### src/rtl/adder_pkg.sv
// rtl/adder_pkg.sv - shared types and constants for the add/subtract unit
package adder_pkg;

  localparam int WIDTH_DEFAULT = 32;

  typedef logic [31:0] word_t;

  typedef struct packed {
    logic carry;
    logic overflow;
    logic zero;
    logic negative;
  } add_flags_t;

endpackage

### src/rtl/adder_unit_cla4.sv
// rtl/adder_unit_cla4.sv - 4-bit carry-lookahead block with group generate/propagate
module cla4 (
  input  logic [3:0] a,
  input  logic [3:0] b,
  input  logic       cin,
  output logic [3:0] s,
  output logic       g,
  output logic       p
);

  logic [3:0] gi;
  logic [3:0] pi;
  logic [3:0] c;

  assign gi = a & b;
  assign pi = a ^ b;

  // Fully expanded lookahead so no carry ripples inside the block.
  assign c[0] = cin;
  assign c[1] = gi[0] | (pi[0] & cin);
  assign c[2] = gi[1] | (pi[1] & gi[0]) | (pi[1] & pi[0] & cin);
  assign c[3] = gi[2] | (pi[2] & gi[1]) | (pi[2] & pi[1] & gi[0])
              | (pi[2] & pi[1] & pi[0] & cin);

  assign s = pi ^ c;

  assign g = gi[3] | (pi[3] & gi[2]) | (pi[3] & pi[2] & gi[1])
           | (pi[3] & pi[2] & pi[1] & gi[0]);
  assign p = &pi;

endmodule

### src/rtl/adder_unit.sv
// rtl/adder_unit.sv - registered two's-complement add/subtract unit with status flags
module adder_unit
  import adder_pkg::*;
#(
  parameter int WIDTH = WIDTH_DEFAULT
) (
  input  logic             clk,
  input  logic             rst,
  input  logic [WIDTH-1:0] a,
  input  logic [WIDTH-1:0] b,
  input  logic             sub,
  output logic [WIDTH-1:0] o,
  output logic             carry,
  output logic             overflow,
  output logic             zero,
  output logic             negative
);

  localparam int NB = WIDTH / 4;

  logic [WIDTH-1:0] b_eff;
  logic [WIDTH-1:0] sum;
  logic [NB-1:0]    blk_g;
  logic [NB-1:0]    blk_p;
  logic [NB:0]      blk_c;

  logic [WIDTH-1:0] o_q, o_d;
  add_flags_t       flags_q, flags_d;

  assign b_eff = b ^ {WIDTH{sub}};

  for (genvar k = 0; k < NB; k++) begin : g_blk
    cla4 u_cla4 (
      .a   (a[4*k +: 4]),
      .b   (b_eff[4*k +: 4]),
      .cin (blk_c[k]),
      .s   (sum[4*k +: 4]),
      .g   (blk_g[k]),
      .p   (blk_p[k])
    );
  end

  // Second-level carry chain across blocks; cin of the whole adder is sub.
  always_comb begin
    blk_c    = '0;
    blk_c[0] = sub;
    for (int k = 0; k < NB; k++) begin
      blk_c[k+1] = blk_g[k] | (blk_p[k] & blk_c[k]);
    end
  end

  always_comb begin
    o_d              = sum;
    flags_d.carry    = blk_c[NB];
    flags_d.overflow = (a[WIDTH-1] == b_eff[WIDTH-1]) && (sum[WIDTH-1] != a[WIDTH-1]);
    flags_d.zero     = (sum == '0);
    flags_d.negative = sum[WIDTH-1];
  end

  always_ff @(posedge clk or posedge rst) begin
    if (rst) begin
      o_q     <= '0;
      flags_q <= '{carry: 1'b0, overflow: 1'b0, zero: 1'b1, negative: 1'b0};
    end else begin
      o_q     <= o_d;
      flags_q <= flags_d;
    end
  end

  assign o        = o_q;
  assign carry    = flags_q.carry;
  assign overflow = flags_q.overflow;
  assign zero     = flags_q.zero;
  assign negative = flags_q.negative;

endmodule

### config.mk
export PLATFORM = sky130hd
export DESIGN_NAME = adder_unit
export DESIGN_NICKNAME = d
export VERILOG_FILES = /design/src/rtl/adder_pkg.sv /design/src/rtl/adder_unit_cla4.sv /design/src/rtl/adder_unit.sv
export SDC_FILE = /design/constraint.sdc
export NUM_CORES = 1
export LEC_CHECK = 0
export ABC_AREA = 1
export CORE_MARGIN = 5
export CORE_UTILIZATION = 30
export CTS_CLUSTER_DIAMETER = 40
export DETAILED_ROUTE_END_ITERATION = 10
export SLEW_MARGIN = 20
export SYNTH_ARGS = -nofsm -noshare
export SYNTH_HDL_FRONTEND = slang
export SYNTH_HIERARCHICAL = 1
export SYNTH_SLANG_ARGS = --single-unit
### constraint.sdc
create_clock -name clk -period 2 [get_ports clk]
set_clock_uncertainty 0.2 [all_clocks]
set_input_delay 0.4 -clock clk [delete_from_list [all_inputs] [get_ports clk]]
set_output_delay 0.4 -clock clk [all_outputs]
set_load 0.005 [all_outputs]
### Word level (Yosys, flattened, before mapping)

Index checks and enable logic that the tools add are counted.

* equal/unequal tests: 2
* bitwise logic cells: 225
* reductions and logical operators: 10

Operators with widths (number)
* 1-bit bitwise AND: 120
* 1-bit OR: 80
* 4-bit bitwise XOR: 16
* 4-bit bitwise AND: 8
* 32-bit zero test: 1
* 4-bit AND reduction: 8
* 32-bit bitwise XOR: 1
* 1-bit == test: 1
* 1-bit logical AND: 1
* 1-bit != test: 1

* output and inout port bits: 36
* bits of input ports: 67
* word-level logic and storage cells: 242
* flip-flop bits (word level): 36

### Longest topological paths before layout

Gate-level depths: netlist of run 1.

* word-level depth: 24
* mapped depth: 30
* mapped depth without buffers: 28

### Modules after synthesis

Netlist of run 1, hierarchy kept.

Modules (own cells, without submodules)
* cla4: sequential area each 0.0 sq um, cells an instance 32, area an instance 210.2 sq um, instances 8
* adder_unit: sequential area each 877.1 sq um, cells an instance 113, area an instance 1395.1 sq um, instances 1

### Worst setup path before layout of run 1

Ideal clock, no wire load.

* path kind: input to register
* from: input port sub
* to: register flags_q, in the netlist zero
* buffers on the path: 2
* setup slack: -1777 ps
* required time: 1732 ps
* data arrival time: 3510 ps
* library setup time: 68 ps
* cell stages on the path: 28
* cell sequence: buf_4 -> buf_2 -> xor2_1 -> ha_1 -> nand2_2 -> nor2_2 -> nor2_2 -> o21bai_1 -> inv_1 -> nand2_4 -> nand2_2 -> nand2_2 -> nand2_1 -> nand2_2 -> nand2_1 -> nand2_2 -> nand2_1 -> nand2_2 -> nand2_1 -> nand2_2 -> nand2_1 -> nand2_2 -> inv_1 -> fa_1 -> xnor2_1 -> nor4_1 -> nand4_1 -> nor2_1

RTL lines
* from (decl): line adder_unit.sv:11 `input logic sub,`
* to (signal assigned): line adder_unit.sv:63 `flags_q <= '{carry: 1'b0, overflow: 1'b0, zero: 1'b1, negative: 1'b0};`
* to (signal assigned): line adder_unit.sv:66 `flags_q <= flags_d;`
* to (decl): line adder_unit.sv:28 `add_flags_t flags_q, flags_d;`

==> flow_metrics.env, run 1 <==
export IMPL_start_kind="input port"
export IMPL_hpwl_um=6463
export IMPL_clk_path_buf_depth=2
export IMPL_yosys_top_cells_area="dfrtp_1, ha_1, xor2_1, inv_1, nand2_1"
export IMPL_final_cells=711
export IMPL_end_kind="flip-flop"
export IMPL_clkTransAtPathRegs_ns=0.08
export IMPL_hp_class="input port to asynchronous set/reset pin"
export IMPL_htreeDepth=2
export IMPL_area_delta_synth_final_pct=80.28
export IMPL_synth_most_common_cell="inv_1"
export IMPL_synth_seq_cells=35
export IMPL_synth_area_leader_cell="dfrtp_1"
export IMPL_cap_violations=0
export IMPL_drt_initial_drc_count=68
export IMPL_synth_flop_cell="dfrtp_1"
export IMPL_yosys_warnings=6
export IMPL_path_buf_inv=4
export IMPL_die_height_um=111.3
export IMPL_p_leak_nw=2.752
export IMPL_syn_num_nets=484
export IMPL_fmax_ghz=0.3034
export IMPL_std_cell_rows=37
export IMPL_synthesis_area_um2=3077
export IMPL_fin_crit_ns=3.296
export IMPL_critPathLaunch="a[3]"
export IMPL_initial_utilization_pct=30.21
export IMPL_cpPeakStageDelay_ns=0.51
export IMPL_layout_nets=689
export IMPL_grt_max_degree=36
export IMPL_wl_um=8364
export IMPL_synthArstFlopShare_pct=100.0
export IMPL_drive_gt1_share_pct=38.61
export IMPL_finalHoldViolations=0
export IMPL_port_buffers=102
export IMPL_power_density_nw_per_um2=699.0
export IMPL_ys_seq_area_share_pct=28.51
export IMPL_critical_path_slowest_cell="fa_2"
export IMPL_vias_per_cell=4.228
export IMPL_rsz0062_at_grt="yes"
export IMPL_required_ns=2.03
export IMPL_cts_tree="built"
export IMPL_slew_headroom_pct=71.44
export IMPL_detail_route_wl_per_cell_um=11.76
export IMPL_power_mw=3.877
export IMPL_final_antenna_net_count=0
export IMPL_grt_first_pass_wirelength_um=13410
export IMPL_netlist_instances=369
export IMPL_pin_count=103
export IMPL_synth_common_cells="inv_1, nand2_1, ha_1, xor2_1, dfrtp_1"
export IMPL_cp_top_family="simple AND/OR/NAND/NOR gates"
export IMPL_final_util_pct=54.46
export IMPL_crit_path_frequent_cell="nand2_2"
export IMPL_cts_sinks=35
export IMPL_status="finished, violations left"
export IMPL_dieArea_um2=12380
export IMPL_cts_made_buffers=5
export IMPL_slew_violations=0
export IMPL_crit_type="input port to flip-flop"
export IMPL_syn_avg_cell_area_um2=8.338
export IMPL_synth_edf_count=0
export IMPL_ys_types=19
export IMPL_first_pass_iters=5
export IMPL_grt_usage_pct=13.05
export IMPL_fillers=908
export IMPL_tightest_slew_ns=0.4245
export IMPL_yosys_area_top_type_share_pct=27.65
export IMPL_die_w_um=111.3
export IMPL_num_vias=3006
export IMPL_clockRootBuffer="clkbuf_8"
export IMPL_cp_arrival_ns=3.33
export IMPL_gr_total_overflow=0
export IMPL_gp_congestion=0.8539
export IMPL_diodes=0
export IMPL_finalSetupViolations=31
export IMPL_place_inst=677
export IMPL_drc=0
export IMPL_timing_final_ws_setup_ns=-1.296
export IMPL_coreArea_um2=10180
export IMPL_peakVddDrop_uv=333.8
export IMPL_post_route_period_util_pct=164.8
export IMPL_grt_pass1_vias=3122
export IMPL_path_cells="clkdlybuf4s50_1 -> ha_4 -> nand2_1 -> nor2_2 -> nand2_2 -> nand2_4 -> nand2_4 -> nand2_4 -> nand2_2 -> nand2_2 -> nand2_2 -> nand2_2 -> nand2_2 -> nand2_4 -> buf_6 -> inv_2 -> fa_2 -> inv_2 -> nor4_1 -> nand4_1 -> nor2_1"
export IMPL_violations="setup timing"
export IMPL_antenna_found_initial=0
export IMPL_crit_path_max_fanout=3
worst min-delay path, cell delays in order:
cell and delay (ns):
clkdlybuf4s50_1 0.40, inv_1 0.09, buf_12 0.22
final cells by class:
type,count,area (µm²),area share (%)
clock buffer,5,68.82,1.241
tap,136,170.2,3.068
inverter,74,277.8,5.008
timing repair buffer,203,1861,33.54
sequential,35,877.1,15.81
multi-input combinational,255,2248,40.54
clock inverter,3,43.79,0.7895
sequential cells by signal (all words and copies together), names as in the netlist:
register,flops
o,31
carry,1
negative,1
overflow,1
zero,1
layer usage:
| metal | up-vias | track usage, % | part of all wire, % |
|---|---|---|---|
| li1 | 1537 | - | - |
| met1 | 1364 | 14.18 | 40 |
| met2 | 87 | 24.81 | 53 |
| met3 | 18 | 3.493 | 5.2 |
| met4 | 0 | 3.325 | 1.6 |
| met5 | - | 0 | 0 |
through the flow:
stage / setup WS (ns) / TNS [ns] / hold slack [ns] / instance area (µm²)
2_1_floorplan: -1.659 / -24.11 / 0.3401 / 3119
3_3_place_gp: -1.898 / -34.23 / 0.5810 / 4846
3_5_place_dp: -2.032 / -35.72 / 0.5713 / 4846
4_1_cts: -1.290 / -16.31 / 0.2468 / 5361
5_1_grt: -1.450 / -21.21 / 0.2695 / 5547
6_report: -1.296 / -17.66 / 0.2540 / 5547
report_power, final:
part / leakage [nW] / internal [mW] / switching, mW
Combinational: 2.28 / 1.31 / 0.925
Clock: 0.0581 / 0.371 / 0.277
Sequential: 0.410 / 0.912 / 0.0837
what timing repair did:
item	4_1_cts	5_1_grt
resized for setup	79	29
buffers inserted	18	10
pin swaps	52	34
hold buffers	0	0
setup endpoints to repair	31	31
worst paths after layout:
kind                       slack (ns)             end  cells past startpoint
worst max-delay path            -1.30  zero$_DFF_PP1_                     21
worst min-delay path             0.25  o[5]$_DFF_PP0_                      3
max in group asynchronous        1.10  zero$_DFF_PP1_                      3
min in group clk                 0.51  o[8]$_DFF_PP0_                      5
cells in the final DEF, fill, tap and decap left out, types with 5 or more instances in the layout:
cell type	instances
buf_4	86
clkdlybuf4s50_1	85
inv_1	65
nand2_1	43
dfrtp_1	34
ha_1	33
nand2_2	30
xor2_1	29
nor2_2	18
nand3_1	14
buf_6	12
dlygate4sd2_1	11
xor2_2	10
nand4_1	10
nand3_2	10
inv_2	9
nor2_1	9
nand2_4	8
o21bai_1	8
xnor2_2	7
fa_2	7
nor4_1	6
clkbuf_8	5
cell families (layout without fill, tap and decap cells):
| group | Yosys count | after routing | share of synthesized area, % |
|---|---|---|---|
| buffers and inverters | 79 | 285 | 10.00 |
| AO/OA/AOI/OAI | 9 | 9 | 2.115 |
| AND/OR/NAND/NOR | 150 | 150 | 24.24 |
| adder cells (fa/ha/maj) | 48 | 48 | 21.47 |
| flip-flops | 35 | 35 | 28.51 |
| XOR/XNOR | 48 | 48 | 13.66 |
Power figures use the tool's default switching activity.
==> run 2: changes to the inputs <==
Settings changed: SYNTH_HIERARCHICAL 1 to not set.
==> flow_metrics.env, run 2 <==
export IMPL_status="finished, violations left"
export IMPL_violations="setup timing"
export IMPL_crit_path_frequent_cell="nor2_1"
export IMPL_power_mw=3.651
export IMPL_regArea_um2=877.1
export IMPL_cpPeakStageDelay_ns=0.47
export IMPL_syn_num_nets=468
export IMPL_final_cells=691
export IMPL_fin_crit_ns=3.817
export IMPL_slew_violations=0
export IMPL_clk_path_buf_depth=2
export IMPL_met1_usage_pct=17.89
export IMPL_num_vias=2958
export IMPL_cts_hold_buf=0
export IMPL_synth_area_leader_cell="dfrtp_1"
export IMPL_synth_edf_count=0
export IMPL_vias_per_cell=4.281
export IMPL_required_ns=2.02
export IMPL_power_density_nw_per_um2=688.4
export IMPL_grt_busiest_layer="met2"
export IMPL_synth_common_cells="nand2_1, inv_1, dfrtp_1"
export IMPL_yosys_area_top_type_share_pct=29.79
export IMPL_gr_total_overflow=0
export IMPL_antenna_found_initial=0
export IMPL_synth_flop_cell="dfrtp_1"
export IMPL_cap_violations=0
export IMPL_layout_common_cells="buf_4, clkdlybuf4s50_1, inv_1"
export IMPL_first_pass_iters=4
export IMPL_post_route_period_util_pct=190.8
export IMPL_port_buffers=102
export IMPL_final_antenna_net_count=0
export IMPL_crit_path_max_fanout=8
export IMPL_grt_first_pass_wirelength_um=14260
export IMPL_layout_nets=667
export IMPL_initial_utilization_pct=30.77
export IMPL_timing_final_ws_setup_ns=-1.817
export IMPL_grt_pass1_vias=3227
export IMPL_p_leak_nw=2.696
export IMPL_finalSetupViolations=31
export IMPL_end_kind="flip-flop"
export IMPL_area_delta_synth_final_pct=85.68
export IMPL_start_kind="input port"
export IMPL_place_inst=647
export IMPL_synthesis_area_um2=2856
export IMPL_drc=0
export IMPL_grt_use_met3_pct=3.659
export IMPL_peakVddDrop_uv=272.5
export IMPL_cts_made_buffers=5
export IMPL_yosys_warnings=0
export IMPL_yosys_top_cells_area="dfrtp_1, ha_1, nand2_1, inv_1, xor2_1"
export IMPL_synth_seq_cells=35
export IMPL_synth_most_common_cell="nand2_1"
export IMPL_diodes=0
export IMPL_dieArea_um2=11570
export IMPL_drt_initial_drc_count=63
export IMPL_largest_reg_flops=31
export IMPL_die_height_um=107.6
export IMPL_pin_count=103
export IMPL_clkTransAtPathRegs_ns=0.08
export IMPL_coreArea_um2=9284
export IMPL_drive_gt1_share_pct=38.43
export IMPL_multi_input_area_um2=2118
export IMPL_htreeDepth=2
export IMPL_rsz0062_at_grt="yes"
export IMPL_gp_congestion=0.8119
export IMPL_final_common_cell="buf_4"
export IMPL_hpwl_um=6434
export IMPL_netlist_instances=362
export IMPL_ys_types=24
export IMPL_detail_route_wl_per_cell_um=12.66
export IMPL_cp_arrival_ns=3.84
export IMPL_hp_class="input port to asynchronous set/reset pin"
export IMPL_die_w_um=107.6
export IMPL_grtUsageMet2_pct=27.75
export IMPL_grt_usage_pct=15.40
export IMPL_cts_tree="built"
export IMPL_final_util_pct=57.13
export IMPL_crit_type="input port to flip-flop"
export IMPL_grt_max_degree=36
export IMPL_wl_um=8751
export IMPL_tightest_slew_ns=0.3259
export IMPL_synthArstFlopShare_pct=100.0
export IMPL_std_cell_rows=35
export IMPL_fillers=829
export IMPL_ys_seq_area_share_pct=30.71
export IMPL_critical_path_slowest_cell="fa_1"
export IMPL_cts_sinks=35
export IMPL_syn_avg_cell_area_um2=7.891
export IMPL_clockRootBuffer="clkbuf_8"
export IMPL_finalHoldViolations=0
export IMPL_fmax_ghz=0.2620
export IMPL_slew_headroom_pct=78.11
run 2: cell count changes in the layout (fill, tap and decap cells not counted), moves of 7 or more:
cell	change
nand3_2	-7
nor2_1	+16
nand2_2	+9
clkdlybuf4s50_1	-7
nor2_2	-16
ha_1	-7
nand4_1	-8
xor2_1	-9
a21oi_2	+7
o21bai_1	-8
run 2: how the worst max path moves through the flow:
stage,startpoint,endpoint
2_1_floorplan,sub,zero$_DFF_PP1_
3_3_place_gp,b[0],zero$_DFF_PP1_
3_5_place_dp,b[0],zero$_DFF_PP1_
4_1_cts,sub,zero$_DFF_PP1_
5_1_grt,sub,zero$_DFF_PP1_
6_report,sub,zero$_DFF_PP1_
run 2: timing repair:
action,in CTS,in global routing
buffers inserted,30,8
gates resized for setup,120,38
setup endpoints to repair,31,32
gates cloned,1,0
pin swaps,59,31
run 2: stage by stage:
stage          TNS (ns)  setup WS [ns]  instance area (µm²)  hold slack, ns
4_1_cts          -15.69         -1.912                 5150          0.2633
5_1_grt          -20.32         -2.284                 5304          0.2838
3_5_place_dp     -32.71         -2.541                 4492          0.5714
6_report         -16.84         -1.817                 5304          0.2572
3_3_place_gp     -29.98         -2.368                 4492          0.5761
2_1_floorplan    -18.62         -2.013                 2918          0.3536
run 2: cell families after synthesis:
family | after synthesis | synth area share [%]
AO/OA/AOI/OAI | 21 | 3.942
flip-flops | 35 | 30.71
AND/OR/NAND/NOR | 149 | 23.35
buffers and inverters | 77 | 10.51
XOR/XNOR | 41 | 12.57
adder cells (fa/ha/maj) | 39 | 18.92
run 2: where the power goes:
| group | internal [mW] | total, mW | switching, mW |
|---|---|---|---|
| Combinational | 1.26 | 2.18 | 0.921 |
| Clock | 0.248 | 0.502 | 0.255 |
| Sequential | 0.897 | 0.973 | 0.0760 |
| Total | 2.40 | 3.65 | 1.25 |
run 2: area by class of cell:
| class | count | share of cell area, % |
|---|---|---|
| Timing Repair Buffer | 197 | 33.78 |
| Tap cell | 129 | 3.043 |
| Inverter | 72 | 5.190 |
| Sequential cell | 35 | 16.54 |
| Clock buffer | 8 | 1.510 |
| Multi-Input combinational cell | 250 | 39.94 |
run 2: worst max-delay path, delay by kind of cell:
kind	cells	cell delay, ns
AOI/OAI and AO/OA	3	0.41
adders and majority gates	2	0.82
and+or+nand+nor	21	1.77
buffers and inverters	2	0.26
xor gates and xnor gates	1	0.17
run 2: routing by layer:
| metal | vias up | wire length (µm) |
|---|---|---|
| met2 | 80 | 4529 |
| met4 | 0 | 192 |
| met5 | - | 0 |
| li1 | 1489 | - |
| met1 | 1368 | 3556 |
| met3 | 21 | 472 |
==> run 3: changes to the inputs <==
Settings changed: SETUP_SLACK_MARGIN set to 0.3.
==> flow_metrics.env, run 3 (synthesis results as in run 2) <==
export IMPL_status="finished, violations left"
export IMPL_violations="setup timing"
export IMPL_pin_count=103
export IMPL_crit_path_max_fanout=7
export IMPL_p_leak_nw=2.933
export IMPL_layout_nets=690
export IMPL_start_kind="input port"
export IMPL_slew_violations=0
export IMPL_cap_violations=0
export IMPL_final_antenna_net_count=0
export IMPL_crit_path_frequent_cell="buf_6"
export IMPL_end_kind="flip-flop"
export IMPL_fin_area_um2=5629
export IMPL_layout_common_cells="buf_4, inv_1, dlygate4sd2_1"
export IMPL_fmax_ghz=0.2441
export IMPL_crit_type="input port to flip-flop"
export IMPL_num_vias=3038
export IMPL_gp_congestion=0.7907
export IMPL_wl_um=9332
export IMPL_rsz0062_at_grt="yes"
export IMPL_power_density_nw_per_um2=680.2
export IMPL_timing_final_ws_setup_ns=-2.097
export IMPL_drt_initial_drc_count=51
export IMPL_coreArea_um2=9284
export IMPL_dpl_cell_area_um2=4484
export IMPL_fin_setup_tns_ns=-22.05
export IMPL_cts_made_buffers=5
export IMPL_vias_per_cell=4.255
export IMPL_finalHoldViolations=0
export IMPL_cts_sinks=35
export IMPL_grt_usage_pct=15.24
export IMPL_port_buffers=102
export IMPL_grt_first_pass_wirelength_um=14060
export IMPL_drc=0
export IMPL_cts_tree="built"
export IMPL_critical_path_slowest_cell="ha_1"
export IMPL_fin_crit_ns=4.097
export IMPL_dieArea_um2=11570
export IMPL_final_common_cell="buf_4"
export IMPL_area_delta_synth_final_pct=97.07
export IMPL_clockRootBuffer="clkbuf_8"
export IMPL_diodes=0
export IMPL_die_w_um=107.6
export IMPL_cp_arrival_ns=4.12
export IMPL_peakVddDrop_uv=264.1
export IMPL_std_cell_rows=35
export IMPL_first_pass_iters=4
export IMPL_initial_utilization_pct=30.77
export IMPL_grt_max_degree=36
export IMPL_htreeDepth=2
export IMPL_hpwl_um=6473
export IMPL_gr_total_overflow=0
export IMPL_largest_reg_flops=31
export IMPL_tightest_slew_ns=0.3728
export IMPL_slew_headroom_pct=74.96
export IMPL_antenna_found_initial=0
export IMPL_fillers=812
export IMPL_required_ns=2.02
export IMPL_cts_hold_buf=0
export IMPL_post_route_period_util_pct=204.8
export IMPL_cpPeakStageDelay_ns=0.33
export IMPL_finalSetupViolations=31
export IMPL_die_height_um=107.6
export IMPL_clk_path_buf_depth=2
export IMPL_drive_gt1_share_pct=43.42
export IMPL_holdWs_ns=0.2576
export IMPL_clkTransAtPathRegs_ns=0.07
export IMPL_hp_class="input port to asynchronous set/reset pin"
export IMPL_grt_pass1_vias=3059
export IMPL_detail_route_wl_per_cell_um=13.07
run 3: changes by cell type in the layout (fill, tap and decap cells not counted), moves of 3 or more:
cell             delta
nand2_1             -4
dlygate4sd2_1      +33
nand2_4             +4
xor2_2              -3
buf_4               +6
clkdlybuf4s50_1    -36
buf_6              +17
inv_2               +6
inv_1               -5
run 3: critical path, delay by kind of cell:
kind            cells  cell delay (ns)
simple gates       12             1.13
xor+xnor            1             0.16
buf+inv            17             1.92
compound gates      1             0.16
fa+ha+maj           1             0.33
run 3: metrics by stage:
| step | setup WS (ns) | power [mW] | utilization [%] | instances |
|---|---|---|---|---|
| finish | -2.097 | 3.829 | 60.63 | 714 |
| global route | -2.282 | 4.099 | 60.63 | 714 |
| CTS | -1.974 | 3.488 | 55.53 | 689 |
| detailed placement | -2.551 | 2.702 | 48.30 | 646 |
| global placement | -2.377 | 2.691 | 48.30 | 646 |
| floorplan | -2.012 | 1.716 | - | 362 |
run 3: what timing repair did:
action,in CTS,in global routing
buffers inserted,34,25
resized for setup,159,78
endpoints found under the setup margin,71,33
gates cloned,1,0
pin swaps,62,45
run 3: final timing paths:
kind                       startpoint              to  slack (ns)  cells past startpoint
setup / recovery                  sub  zero$_DFF_PP1_       -2.10                     32
hold / removal                    rst  o[1]$_DFF_PP0_        0.26                      3
max in group asynchronous         rst  zero$_DFF_PP1_        1.10                      3
min in group clk                 b[0]  o[1]$_DFF_PP0_        0.47                      6
run 3: layer usage:
layer,wire length [µm],vias up,global-route usage (%)
met2,4972,67,27.66
met4,148,0,3.517
met1,3800,1411,18.10
li1,-,1545,-
met3,410,15,3.599
met5,0,-,0
run 3: final cells by class:
cell class | count | area, µm² | area share, %
Sequential cell | 35 | 877.1 | 15.58
Multi-Input combinational cell | 250 | 2213 | 39.32
Inverter | 72 | 272.8 | 4.846
Timing Repair Buffer | 220 | 2004 | 35.61
Tap cell | 129 | 161.4 | 2.867
Clock buffer | 8 | 100.1 | 1.778
run 3: where the power goes:
part	total [mW]	internal (mW)	switching [mW]
clock	0.586	0.315	0.271
sequential	0.965	0.896	0.0695
combinational	2.28	1.28	0.997
